--- src/rtl/uart_loader.sv ---
// uart_loader: boot-time program loader between the UART RX FIFO and the
// instruction-memory write port. Holds the core stalled, reads a 4-byte
// little-endian word count N, then N little-endian 32-bit words, writes them
// to word addresses 0..N-1, sends 0xAA (or 0xEE on failure) and releases the
// core.
//
// Optional feature macro: UART_LOADER_CHECKSUM_EN
//   When defined, a trailing checksum byte (XOR of all preceding bytes) is
//   popped and verified before the acknowledge.
//
// Ports:
//   clk, rst             clock, synchronous active-high reset
//   uart_empty, uart_in  RX FIFO empty flag and show-ahead head byte
//   uart_rdreq           RX FIFO pop (combinational)
//   uart_out, uart_wrreq TX byte and one-cycle push pulse
//   imem_addr/data/we    instruction-memory write port (one pulse per word)
//   core_run             1 releases the core
//   busy                 loader is consuming the image
//   error                sticky load failure
module uart_loader #(
    parameter int unsigned ADDR_W    = 14,
    parameter int unsigned MAX_WORDS = 2 ** ADDR_W
) (
    input  logic              clk,
    input  logic              rst,
    input  logic              uart_empty,
    input  logic [7:0]        uart_in,
    output logic              uart_rdreq,
    output logic [7:0]        uart_out,
    output logic              uart_wrreq,
    output logic [ADDR_W-1:0] imem_addr,
    output logic [31:0]       imem_data,
    output logic              imem_we,
    output logic              core_run,
    output logic              busy,
    output logic              error
);

    localparam logic [2:0] StHdr  = 3'd0;
    localparam logic [2:0] StLoad = 3'd1;
    localparam logic [2:0] StAck  = 3'd2;
    localparam logic [2:0] StRun  = 3'd3;
    localparam logic [2:0] StErr  = 3'd4;
`ifdef UART_LOADER_CHECKSUM_EN
    localparam logic [2:0] StCsum = 3'd5;
    localparam logic [2:0] StDone = StCsum;
`else
    localparam logic [2:0] StDone = StAck;
`endif

    logic [2:0]        state_q, state_d;
    logic [1:0]        cnt_q, cnt_d;
    logic [31:0]       n_q, n_d;
    logic [23:0]       word_q, word_d;
    logic [ADDR_W-1:0] idx_q, idx_d;
    logic [7:0]        out_q, out_d;
    logic              wrreq_q, wrreq_d;
    logic [ADDR_W-1:0] addr_q, addr_d;
    logic [31:0]       data_q, data_d;
    logic              we_q, we_d;
    logic              error_q, error_d;
`ifdef UART_LOADER_CHECKSUM_EN
    logic [7:0]        xor_q, xor_d;
`endif

    logic        consuming;
    logic        pop;
    logic [31:0] n_full;
    logic [31:0] word_full;
    logic        last_word;

    always_comb begin
        consuming = (state_q == StHdr) || (state_q == StLoad);
`ifdef UART_LOADER_CHECKSUM_EN
        consuming = consuming || (state_q == StCsum);
`endif
    end

    assign pop       = consuming && !uart_empty;
    assign n_full    = {uart_in, n_q[23:0]};
    assign word_full = {uart_in, word_q};
    assign last_word = (32'(idx_q) == (n_q - 32'd1));

    always_comb begin
        state_d = state_q;
        cnt_d   = cnt_q;
        n_d     = n_q;
        word_d  = word_q;
        idx_d   = idx_q;
        out_d   = out_q;
        wrreq_d = 1'b0;
        addr_d  = addr_q;
        data_d  = data_q;
        we_d    = 1'b0;
        error_d = error_q;
`ifdef UART_LOADER_CHECKSUM_EN
        xor_d   = pop ? (xor_q ^ uart_in) : xor_q;
`endif

        case (state_q)
            StHdr: begin
                if (pop) begin
                    cnt_d = cnt_q + 2'd1;
                    case (cnt_q)
                        2'd0:    n_d[7:0]   = uart_in;
                        2'd1:    n_d[15:8]  = uart_in;
                        2'd2:    n_d[23:16] = uart_in;
                        default: begin
                            n_d = n_full;
                            if (n_full > MAX_WORDS) begin
                                state_d = StErr;
                            end else if (n_full == 32'd0) begin
                                state_d = StDone;
                            end else begin
                                state_d = StLoad;
                                idx_d   = '0;
                            end
                        end
                    endcase
                end
            end
            StLoad: begin
                if (pop) begin
                    cnt_d = cnt_q + 2'd1;
                    case (cnt_q)
                        2'd0:    word_d[7:0]   = uart_in;
                        2'd1:    word_d[15:8]  = uart_in;
                        2'd2:    word_d[23:16] = uart_in;
                        default: begin
                            we_d   = 1'b1;
                            data_d = word_full;
                            addr_d = idx_q;
                            idx_d  = idx_q + ADDR_W'(1);
                            if (last_word) begin
                                state_d = StDone;
                            end
                        end
                    endcase
                end
            end
`ifdef UART_LOADER_CHECKSUM_EN
            StCsum: begin
                // xor_q already holds the XOR of every byte before this one.
                if (pop) begin
                    state_d = (uart_in == xor_q) ? StAck : StErr;
                end
            end
`endif
            StAck: state_d = StRun;
            StRun: state_d = StRun;
            StErr: begin
                // The 0xEE pulse occupies the first ERR cycle; error follows it.
                error_d = 1'b1;
            end
            default: state_d = StHdr;
        endcase

        // The TX pulse is produced on the edge that enters ACK or ERR.
        if (state_d != state_q) begin
            if (state_d == StAck) begin
                wrreq_d = 1'b1;
                out_d   = 8'hAA;
            end else if (state_d == StErr) begin
                wrreq_d = 1'b1;
                out_d   = 8'hEE;
            end
        end
    end

    always_ff @(posedge clk) begin
        if (rst) begin
            state_q <= StHdr;
            cnt_q   <= 2'd0;
            n_q     <= 32'd0;
            word_q  <= 24'd0;
            idx_q   <= '0;
            out_q   <= 8'h00;
            wrreq_q <= 1'b0;
            addr_q  <= '0;
            data_q  <= 32'd0;
            we_q    <= 1'b0;
            error_q <= 1'b0;
`ifdef UART_LOADER_CHECKSUM_EN
            xor_q   <= 8'h00;
`endif
        end else begin
            state_q <= state_d;
            cnt_q   <= cnt_d;
            n_q     <= n_d;
            word_q  <= word_d;
            idx_q   <= idx_d;
            out_q   <= out_d;
            wrreq_q <= wrreq_d;
            addr_q  <= addr_d;
            data_q  <= data_d;
            we_q    <= we_d;
            error_q <= error_d;
`ifdef UART_LOADER_CHECKSUM_EN
            xor_q   <= xor_d;
`endif
        end
    end

    assign uart_rdreq = pop;
    assign uart_out   = out_q;
    assign uart_wrreq = wrreq_q;
    assign imem_addr  = addr_q;
    assign imem_data  = data_q;
    assign imem_we    = we_q;
    assign core_run   = (state_q == StRun);
    assign busy       = consuming;
    assign error      = error_q;

endmodule

--- config.mk ---
export PLATFORM = sky130hd
export DESIGN_NAME = uart_loader
export DESIGN_NICKNAME = d
export VERILOG_FILES = /design/src/rtl/uart_loader.sv
export SDC_FILE = /design/constraint.sdc
export NUM_CORES = 1
export LEC_CHECK = 0
export BUFFER_PORTS_ARGS = -buffer_cell sky130_fd_sc_hd__buf_2
export CORE_ASPECT_RATIO = 1.2
export CORE_MARGIN = 3
export CORE_UTILIZATION = 25
export DETAILED_ROUTE_END_ITERATION = 16
export SYNTH_ARGS = -nofsm -noshare
export SYNTH_HDL_FRONTEND = slang
export SYNTH_SLANG_ARGS = --single-unit
export TNS_END_PERCENT = 1
--- constraint.sdc ---
create_clock -name clk -period 3.6 [get_ports clk]
set_clock_uncertainty 0.1 [all_clocks]
set_input_delay 0.36 -clock clk [delete_from_list [all_inputs] [get_ports clk]]
set_output_delay 0.36 -clock clk [all_outputs]
set_load 0.1 [all_outputs]
==> reports/results.txt, run 1 <==
YS warnings = 0
I/O pins = 71
Worst-path clk slew = 0.06 ns
# setup viols final = 0
Port Buffer Count = 68
ys flop type = dfxtp_1
CP Class = flip-flop to flip-flop
Final Worst Setup Slack = 0.631 ns
Fmax = 337 MHz
final worst-path cycle share = 82.5%
# DRC = 0
area grow syn2layout = 20.1%
clock sinks = 126
ordered cell list for the critical path = inv_1 > ha_1 > nor4b_1 > buf_4 > nand4_1 > xnor2_1 > nor4b_4 > o2111ai_2 > or4_1 > a21oi_1
P_sw = 0.908 mW
Max-cap violations = 0
slew of the pin with the lowest slew margin = 0.840 ns
share of cells above drive strength 1 = 15.2%
placed cells = 1014
number of synthesized flops with an enable pin = 0
pwr dens = 529 nW/um^2
Min Clock Period, post-route = 2.97 ns
CTS tree = yes
die width = 143 um
final total power = 3.56 mW
unrepaired setup endpoints after global routing = false
WL per Instance = 15.1 um
Hold Path Class = primary input to flip-flop
post-synthesis async set-or-reset flop share = 0%
Hold Vio Cnt, Final = 0
CP max stage delay = 0.58 ns
Max clock buf depth = 2
core area = 21900 sq um
Sw Share = 25.5%
Worst-Skew Late Latency = 0.42 ns
ANT nets after route = 0
fin util = 30.8%
Leakage = 2.40 nW
htree depth = 4
DRT Wirelength = 15800 um
first-pass GRT wire length = 25700 um
synthesized area per cell = 7.74 sq um
Die Ht = 170 um
pre-CTS setup slack = 0.647 ns
GRT Overall Usage = 13.3%
ANT cells = 0
sequential share of power = 40.5%
CTS resizes = 0
number of distinct library cells after synthesis = 50
die footprint = 24200 sq um
synthesized cell area = 5600 sq um
final net count = 776
largest net degree at the start of global routing = 79
CP arrival = 3.21 ns
max_slew headroom = 44.0%
Iter 0 DRT Violations = 307
TNS Setup = 0 ns
final slew viol count = 0
vias in the first global route = 4796
total iterations of the first detailed-routing run = 4
Placed Area = 6110 sq um
outcome = completed
CP Capture Type = flip-flop
Worst EP required = 3.84 ns
Crit Path Max Fanout = 12
detailed-route via count = 5095
Hold Slack = 0.213 ns
Vias/cell = 4.88
Cells after Synth = 723
Synth Register Bits = 126
Remaining Overflow, GRT = 0
Startpoint Class = flip-flop
Seq/Total Area, Yosys = 45.1%
Gate power share = 9.5%
design area = 6730 sq um
Finished Layout Cells = 1045
CP max stage cell = or4_1
peak supply drop = 0.323 mV
gpl congestion = 0.893
post-detail-place hpwl = 10800 um
Post-CTS Setup Bufs = 0
root buffer cell = clkbuf_16
cell-internal power = 2.65 mW
initial antenna violation count = 0
CTS Hold Buffers Added = 0
Clock power frac = 50.0%
number of placement rows = 59
Num CTS Buffers = 17
Initial Utilization = 25.6%
[cells in the mapped netlist (2+ instances only)]
library cell,number,area [sq um]
nor4b_2,2,30.0
xor2_1,8,70.1
nor2b_1,2,12.5
nor2_1,23,86.3
or3_1,9,56.3
and2_1,5,31.3
nand2_1,177,664
ha_1,6,75.1
xnor2_1,14,123
buf_1,6,22.5
nand3b_1,2,15.0
o21ai_1,5,25.0
or4_1,11,82.6
a211oi_1,2,15.0
nor4b_1,3,26.3
nor3_1,12,60.1
nor3b_1,3,22.5
and4_1,2,17.5
nor4_1,18,113
o21ai_0,4,20.0
clkbuf_1,47,176
o31a_1,3,26.3
nand3_1,57,285
inv_1,12,45.0
a31oi_1,2,12.5
nand4b_1,2,17.5
nand4_1,4,25.0
mux2i_1,3,30.0
dfxtp_1,126,2520
o31ai_1,8,60.1
a21oi_1,120,601
a41oi_1,2,17.5
buf_4,6,45.0
[cell type report]
| class | count | area [sq um] |
|---|---|---|
| Fill cell | 2371 | 15100 |
| Multi-Input combinational cell | 526 | 2800 |
| Sequential cell | 126 | 2520 |
| Clock buffer | 19 | 453 |
| Timing Repair Buffer | 76 | 403 |
| Tap cell | 274 | 343 |
| Clock inverter | 12 | 160 |
| Inverter | 12 | 45.0 |
[power by group through the flow]
stage / Sequential (mW) / Combinational, mW / Clock [mW]
after detailed placement: 1.47 / 0.336 / 0
after floorplan: 1.46 / 0.263 / 0
after CTS: 1.44 / 0.338 / 1.81
after global routing: 1.44 / 0.376 / 1.88
after global placement: 1.47 / 0.336 / 0
final: 1.44 / 0.339 / 1.78
[placed cells by master (no fill, tap or decap), drive strengths merged, types with 3 or more instances in the layout]
| cell type | count |
|---|---|
| nand3 | 58 |
| nor3 | 13 |
| a21oi | 120 |
| xor2 | 8 |
| nor4b | 6 |
| nand2 | 177 |
| o31ai | 8 |
| nor2 | 23 |
| inv | 15 |
| bufinv | 3 |
| xnor2 | 14 |
| and2 | 5 |
| nor3b | 3 |
| buf | 76 |
| dfxtp | 126 |
| mux2i | 3 |
| o31a | 3 |
| nor4 | 18 |
| clkbuf | 19 |
| or4 | 12 |
| nand4 | 4 |
| or3 | 9 |
| clkinvlp | 4 |
| o21ai | 9 |
| ha | 6 |
[registers in the layout (all words and copies together), names as in the netlist]
name / flops
cnt_q: 2
error: 1
idx_q: 14
imem_addr: 14
imem_data: 32
imem_we: 1
n_q: 32
state_q: 3
uart_out: 2
uart_wrreq: 1
word_q: 24
[per-layer routing]
| metal | global-route usage, % | up-vias | wire, um |
|---|---|---|---|
| met4 | 4.01 | 0 | 262 |
| met1 | 16.8 | 2372 | 7120 |
| met5 | 0 | - | 0 |
| li1 | - | 2578 | - |
| met2 | 21.9 | 119 | 7590 |
| met3 | 4.16 | 26 | 814 |
[kinds of logic (layout without fill, tap and decap cells)]
| logic type | after synthesis | after routing | share of synthesized area, % |
|---|---|---|---|
| buffers and inverters | 72 | 119 | 5.36 |
| AND/OR/NAND/NOR | 337 | 337 | 28.7 |
| AO/OA/AOI/OAI | 156 | 156 | 15.5 |
| flip-flops | 126 | 126 | 45.1 |
| multiplexers | 3 | 3 | 0.536 |
| adder cells (fa/ha/maj) | 6 | 6 | 1.34 |
| XOR/XNOR | 22 | 22 | 3.44 |
| other | 1 | 2 | 0.0670 |
[worst max-delay path, delay by kind of cell, from the launching register on]
kind	cells	cell delay [ns]
compound gates	2	0.45
xor+xnor	1	0.20
fa+ha+maj	1	0.19
buf+inv	2	0.26
flops	1	0.36
simple gates	4	1.33
[path summary, 6_finish.rpt]
check	startpoint	endpoint	slack, ns	cells after the start
worst max-delay path	n_q[0]$_SDFFE_PP0P_	idx_q[11]$_SDFFE_PP0P_	0.63	10
worst min-delay path	uart_in[2]	imem_data[26]$_SDFFE_PP0P_	0.21	3
worst max register to register	n_q[0]$_SDFFE_PP0P_	idx_q[11]$_SDFFE_PP0P_	0.63	10
worst min register to register	imem_data[20]$_SDFFE_PP0P_	imem_data[20]$_SDFFE_PP0P_	0.35	2
(Power assumes the default switching activity.)
==> run 2: changes to the inputs <==
==> constraint.sdc (replaced) <==
create_clock -name clk -period 2.5 [get_ports clk]
set_clock_uncertainty 0.1 [all_clocks]
set_input_delay 0.25 -clock clk [delete_from_list [all_inputs] [get_ports clk]]
set_output_delay 0.25 -clock clk [all_outputs]
set_load 0.1 [all_outputs]
==> run 2 against run 1 <==
Effect of this change: the run now ends with negative setup slack left; worst setup slack got worse by 0.84 ns; clock-buffer cell count fell by 1; utilization rose by 2.7 points; sequential share of layout area fell by 3.0 points; non-clock buffer count rose by 66; wire length rose by 5.2%; worst hold slack got worse by 0.14 ns; critical path type unchanged.
==> reports/results.txt, run 2 (synthesis gave the netlist of run 1 again) <==
# setup viols final = 17 (+17)
fin util = 33.5% (+2.7 points)
CP Capture Type = flip-flop
Remaining Overflow, GRT = 0 (unchanged)
slew of the pin with the lowest slew margin = 0.721 ns (-0.118 ns)
Final Worst Setup Slack = -0.208 ns (-0.839 ns)
core area = 21900 sq um (unchanged)
WHS Endpoint = cnt_q[0]$_SDFFE_PP0P_
WL per Instance = 14.9 um (-1.2%)
unrepaired setup endpoints after global routing = true
outcome = complete, but fails checks
Max clock buf depth = 2 (unchanged)
initial antenna violation count = 0 (unchanged)
Fmax = 369 MHz (+9.6%)
Die Ht = 170 um (unchanged)
final net count = 842 (+8.5%)
CP arrival = 2.97 ns (-0.24 ns)
Worst-path clk slew = 0.06 ns (about the same)
pwr dens = 681 nW/um^2 (+29%)
TNS Setup = -1.56 ns (-1.56 ns)
Worst Hold Launch = rst
final worst-path cycle share = 108% (+26 points)
final slew viol count = 0 (unchanged)
Vias/cell = 4.80 (-1.5%)
die width = 143 um (unchanged)
R2R depth = 11 (+1)
Worst path most repeated cell = nor4b_4
post-detail-place hpwl = 11500 um (+6.8%)
largest net degree at the start of global routing = 94 (+19%)
htree depth = 4 (unchanged)
area grow syn2layout = 30.8%
most frequent cells in the layout = nand2_1, dfxtp_1, a21oi_1
clock sinks = 126 (unchanged)
CP Class = flip-flop to flip-flop
Port Buffer Count = 68 (unchanged)
ANT nets after route = 0 (unchanged)
Min Clock Period, post-route = 2.71 ns (-0.261 ns)
root buffer cell = clkbuf_16
Placed Area = 6590 sq um (+7.8%)
Num CTS Buffers = 17 (unchanged)
Worst EP required = 2.76 ns (-1.08 ns)
reg-to-reg startpoint = n_q[1]$_SDFFE_PP0P_
placed cells = 1073 (+5.8%)
failing checks = negative setup slack
ordered cell list for the critical path = inv_2 > ha_4 > nor4b_4 > buf_4 > nand4_1 > xnor2_2 > nor4b_4 > o2111ai_4 > buf_6 > or4_4 > a21oi_2
Hold Slack = 0.0688 ns (-0.144 ns)
max_slew headroom = 51.9% (+7.9 points)
CP max stage delay = 0.41 ns (-0.17 ns)
Hold Vio Cnt, Final = 0 (unchanged)
DRT Wirelength = 16600 um (+5.2%)
Leakage = 2.74 nW (+14%)
ANT cells = 0 (unchanged)
total iterations of the first detailed-routing run = 5 (+1)
Critical R2R Capture = idx_q[11]$_SDFFE_PP0P_
pre-CTS setup slack = -0.259 ns (-0.906 ns)
Hold Path Class = primary input to flip-flop
CP max stage cell = or4_4
detailed-route via count = 5340 (+4.8%)
gpl congestion = 0.859 (-3.8%)
vias in the first global route = 5025 (+4.8%)
Max-cap violations = 0 (unchanged)
final total power = 4.99 mW (+40%)
Worst Hold Depth = 2 (-1)
die footprint = 24200 sq um (unchanged)
CTS tree = yes
FF-to-FF setup slack = -0.21 ns (-0.84 ns)
Finished Layout Cells = 1112 (+6.4%)
Iter 0 DRT Violations = 349 (+14%)
first-pass GRT wire length = 26300 um (+2.4%)
Crit Path Max Fanout = 6 (-6)
most common cell after layout, fill and taps aside = nand2_1
Initial Utilization = 25.6% (unchanged)
Fill cells = 2274 (-4.1%)
share of cells above drive strength 1 = 24.6% (+9.4 points)
# DRC = 0 (unchanged)
peak supply drop = 0.463 mV (+43%)
design area = 7320 sq um (+8.9%)
Startpoint Class = flip-flop
number of placement rows = 59 (unchanged)
GRT Overall Usage = 13.6% (+0.25 points)
I/O pins = 71 (unchanged)
Worst-Skew Late Latency = 0.42 ns (about the same)
[run 2: changes by cell type in the layout (fill, tap and decap cells not counted), moves of 3 or more]
cell / previous run / this run
buf_4: 9 / 70
a21oi_1: 120 / 115
a21oi_2: 0 / 5
bufinv_16: 3 / 0
inv_6: 3 / 6
[run 2: layout make-up]
type,instances,area [sq um],area share (%)
inverters,12,45.0,0.615
well taps,274,343,4.68
clock inverters,14,109,1.49
multi-input cells,526,2950,40.2
flip-flops and latches,126,2520,34.5
repair buffers,142,928,12.7
clock buffers,18,429,5.86
[run 2: per-layer routing]
| layer | vias up | part of all wire, % | global-route usage [%] |
|---|---|---|---|
| met5 | - | 0 | 0 |
| met4 | 0 | 1.4 | 3.84 |
| met3 | 15 | 4.8 | 3.54 |
| met2 | 108 | 49 | 22.9 |
| met1 | 2516 | 45 | 17.2 |
| li1 | 2701 | - | - |
[run 2: worst max path at each step]
stage / slack, ns / start / to / depth (start not counted)
after floorplan: -0.33 / state_q[1]$_SDFF_PP0_ / idx_q[9]$_SDFFE_PP0P_ / 7
final: -0.21 / n_q[1]$_SDFFE_PP0P_ / idx_q[11]$_SDFFE_PP0P_ / 11
after CTS: -0.17 / n_q[1]$_SDFFE_PP0P_ / idx_q[11]$_SDFFE_PP0P_ / 11
after detailed placement: -0.26 / n_q[1]$_SDFFE_PP0P_ / idx_q[12]$_SDFFE_PP0P_ / 11
after global routing: -0.37 / n_q[1]$_SDFFE_PP0P_ / idx_q[11]$_SDFFE_PP0P_ / 11
after global placement: -0.18 / n_q[1]$_SDFFE_PP0P_ / idx_q[12]$_SDFFE_PP0P_ / 11
[run 2: worst max-delay path: cells and delay by family (launching register included)]
family                   cells  cell delay (ns)
XOR/XNOR                     1             0.22
AND/OR/NAND/NOR              4             1.13
AO/OA/AOI/OAI                2             0.34
buffers and inverters        3             0.41
flip-flops                   1             0.33
adder cells (fa/ha/maj)      1             0.13
[run 2: power breakdown]
| part | internal (mW) | total [mW] | leakage [nW] | switching [mW] |
|---|---|---|---|---|
| clock network | 1.28 | 2.26 | 0.251 | 0.984 |
| logic | 0.280 | 0.665 | 1.47 | 0.386 |
| registers | 2.03 | 2.06 | 1.02 | 0.0229 |
| total | 3.59 | 4.99 | 2.74 | 1.39 |
[run 2: timing repair]
| action | CTS | global route |
|---|---|---|
| endpoints found under the setup margin | 20 | 20 |
| resized for setup | 6 | 25 |
| buffers inserted | 1 | 5 |
| cloned | 0 | 1 |
| hold buffers | 0 | 0 |
| pin swaps | 3 | 11 |
==> run 3: changes to the inputs <==
--- a/config.mk
+++ b/config.mk
@@ -5,7 +5,7 @@
 export SDC_FILE = /design/constraint.sdc
 export NUM_CORES = 1
 export LEC_CHECK = 0
-export BUFFER_PORTS_ARGS = -buffer_cell sky130_fd_sc_hd__buf_2
+export BUFFER_PORTS_ARGS = -buffer_cell sky130_fd_sc_hd__clkbuf_2
 export CORE_ASPECT_RATIO = 1.2
 export CORE_MARGIN = 3
 export CORE_UTILIZATION = 25
==> constraint.sdc (replaced) <==
create_clock -name clk -period 2.62 [get_ports clk]
set_clock_uncertainty 0.1 [all_clocks]
set_input_delay 0.262 -clock clk [delete_from_list [all_inputs] [get_ports clk]]
set_output_delay 0.262 -clock clk [all_outputs]
set_load 0.1 [all_outputs]
==> run 3 against run 2 <==
Effect of this change: the run still ends with negative setup slack left; critical endpoint unchanged; fmax shrank 1.1%; design area fell by 0.14%; via count shrank 1.2%; worst setup slack better by 0.091 ns; power shrank 1.3%; utilization barely moved; final cell count shrank 1.1%; sequential power down 5%; register-to-register slack gained 0.09 ns; sequential share of layout area is 0.081 points higher.
==> reports/results.txt, run 3 (synthesis gave the netlist of run 1 again) <==
core area = 21900 sq um (unchanged)
Final Worst Setup Slack = -0.118 ns (+0.0906 ns)
most frequent cells in the layout = nand2_1, dfxtp_1, a21oi_1
area grow syn2layout = 30.6%
die footprint = 24200 sq um (unchanged)
Leakage = 2.67 nW (-2.3%)
slew of the pin with the lowest slew margin = 0.716 ns (-0.00579 ns)
vias in the first global route = 4941 (-1.7%)
Crit Path Max Fanout = 6 (unchanged)
gpl congestion = 0.862 (+0.35%)
Initial Utilization = 25.6% (unchanged)
Max clock buf depth = 2 (unchanged)
Startpoint Class = flip-flop
outcome = complete, but fails checks
WP buf/inv = 3 (unchanged)
DRT Wirelength = 16700 um (+0.24%)
Num CTS Buffers = 17 (unchanged)
clock sinks = 126 (unchanged)
Min Clock Period, post-route = 2.74 ns (+0.0294 ns)
most common cell after layout, fill and taps aside = nand2_1
CP Class = flip-flop to flip-flop
WL per Instance = 15.1 um (+1.3%)
Fmax = 365 MHz (-1.1%)
design area = 7310 sq um (-0.14%)
Iter 0 DRT Violations = 309 (-11%)
Fill cells = 2345 (+3.1%)
Finished Layout Cells = 1100 (-1.1%)
Hold Path Class = primary input to flip-flop
pre-CTS setup slack = -0.245 ns (+0.0145 ns)
Worst EP required = 2.88 ns (+0.12 ns)
ANT nets after route = 0 (unchanged)
max_slew headroom = 52.3% (+0.39 points)
root buffer cell = clkbuf_16
die width = 143 um (unchanged)
ordered cell list for the critical path = inv_4 > ha_4 > nor4b_4 > buf_4 > nand4_1 > xnor2_2 > nor4b_4 > o2111ai_4 > buf_6 > or4_4 > a21oi_2
CP top delay family = simple AND/OR/NAND/NOR gates
CP max stage cell = or4_4
final worst-path cycle share = 105% (-3.8 points)
I/O pins = 71 (unchanged)
CTS Hold Buffers Added = 0 (unchanged)
pwr dens = 673 nW/um^2 (-1.2%)
CP max stage delay = 0.41 ns (about the same)
ANT cells = 0 (unchanged)
htree depth = 4 (unchanged)
# DRC = 0 (unchanged)
P_sw = 1.33 mW (-4.5%)
final net count = 831 (-1.3%)
share of cells above drive strength 1 = 23.1% (-1.5 points)
Max-cap violations = 0 (unchanged)
number of placement rows = 59 (unchanged)
register area = 2530 sq um (about the same)
CP Capture Type = flip-flop
initial antenna violation count = 0 (unchanged)
Hold Vio Cnt, Final = 0 (unchanged)
final total power = 4.92 mW (-1.3%)
Worst-path clk slew = 0.06 ns (about the same)
Port Buffer Count = 68 (unchanged)
Worst path most repeated cell = nor4b_4
peak supply drop = 0.477 mV (+3.1%)
cell-internal power = 3.59 mW (about the same)
GRT Overall Usage = 13.5% (-0.11 points)
area of the multi-input gates = 2940 sq um (-0.13%)
Remaining Overflow, GRT = 0 (unchanged)
Clock power frac = 47.8% (+2.4 points)
# setup viols final = 10 (-7)
Worst-Skew Late Latency = 0.42 ns (about the same)
CTS tree = yes
Gate power share = 12.3% (-1.0 points)
final slew viol count = 0 (unchanged)
failing checks = negative setup slack
Sw Share = 27.0% (-0.91 points)
fin util = 33.5% (-0.046 points)
largest net degree at the start of global routing = 100 (+6.4%)
unrepaired setup endpoints after global routing = true
Die Ht = 170 um (unchanged)
placed cells = 1064 (-0.84%)
sequential share of power = 39.9% (-1.4 points)
post-detail-place hpwl = 11300 um (-1.6%)
total iterations of the first detailed-routing run = 4 (-1)
CP arrival = 3.00 ns (+0.03 ns)
detailed-route via count = 5277 (-1.2%)
Vias/cell = 4.80 (-0.10%)
Placed Area = 6530 sq um (-0.84%)
first-pass GRT wire length = 26000 um (-1.0%)
-- run 3: worst register-to-register path, cell delays in order, from the launching register on --
cell,delay [ns]
dfxtp_4,0.36
inv_4,0.06
ha_4,0.13
nor4b_4,0.21
buf_4,0.16
nand4_1,0.14
xnor2_2,0.21
nor4b_4,0.38
o2111ai_4,0.21
buf_6,0.18
or4_4,0.41
a21oi_2,0.13
-- run 3: per-stage QoR --
stage / hold slack (ns) / setup TNS (ns)
detailed placement: 0.347 / -1.95
global placement: 0.344 / -1.55
finish: 0.0452 / -0.766
floorplan: 0.328 / -1.13
global route: 0.0542 / -3.29
CTS: 0.0372 / -0.115
-- run 3: worst paths after layout --
path	start	end	slack, ns	cells after the start
max	n_q[1]$_SDFFE_PP0P_	idx_q[11]$_SDFFE_PP0P_	-0.12	11
max reg2reg	n_q[1]$_SDFFE_PP0P_	idx_q[11]$_SDFFE_PP0P_	-0.12	11
min reg2reg	word_q[3]$_SDFFE_PP0P_	imem_data[3]$_SDFFE_PP0P_	0.35	2
min	rst	imem_addr[11]$_SDFFE_PP0P_	0.05	2
-- run 3: final cells by class --
type / instances / area share (%)
clock buffer: 17 / 5.82
clock inverter: 14 / 2.21
inverter: 12 / 0.650
multi-input combinational: 526 / 40.2
sequential: 126 / 34.5
tap: 274 / 4.69
timing repair buffer: 131 / 11.9
-- run 3: per-layer routing --
layer,wire length (um),track usage (%),vias up
met4,165,3.56,0
met5,0,0,-
met2,8270,23.1,110
met3,766,3.49,14
met1,7450,16.8,2461
li1,-,-,2692
-- run 3: repair_timing --
item | 4_1_cts | 5_1_grt
gates resized for setup | 3 | 30
pin swaps | 2 | 14
endpoints found under the setup margin | 17 | 20
buffers inserted | 1 | 4
-- run 3: power by group through the flow --
stage	clock (mW)	sequential, mW	combinational, mW
detailed placement	0	2.00	0.564
global placement	0	2.00	0.561
global route	2.48	1.97	0.655
floorplan	0	2.01	0.362
finish	2.35	1.96	0.604
CTS	2.39	1.96	0.577
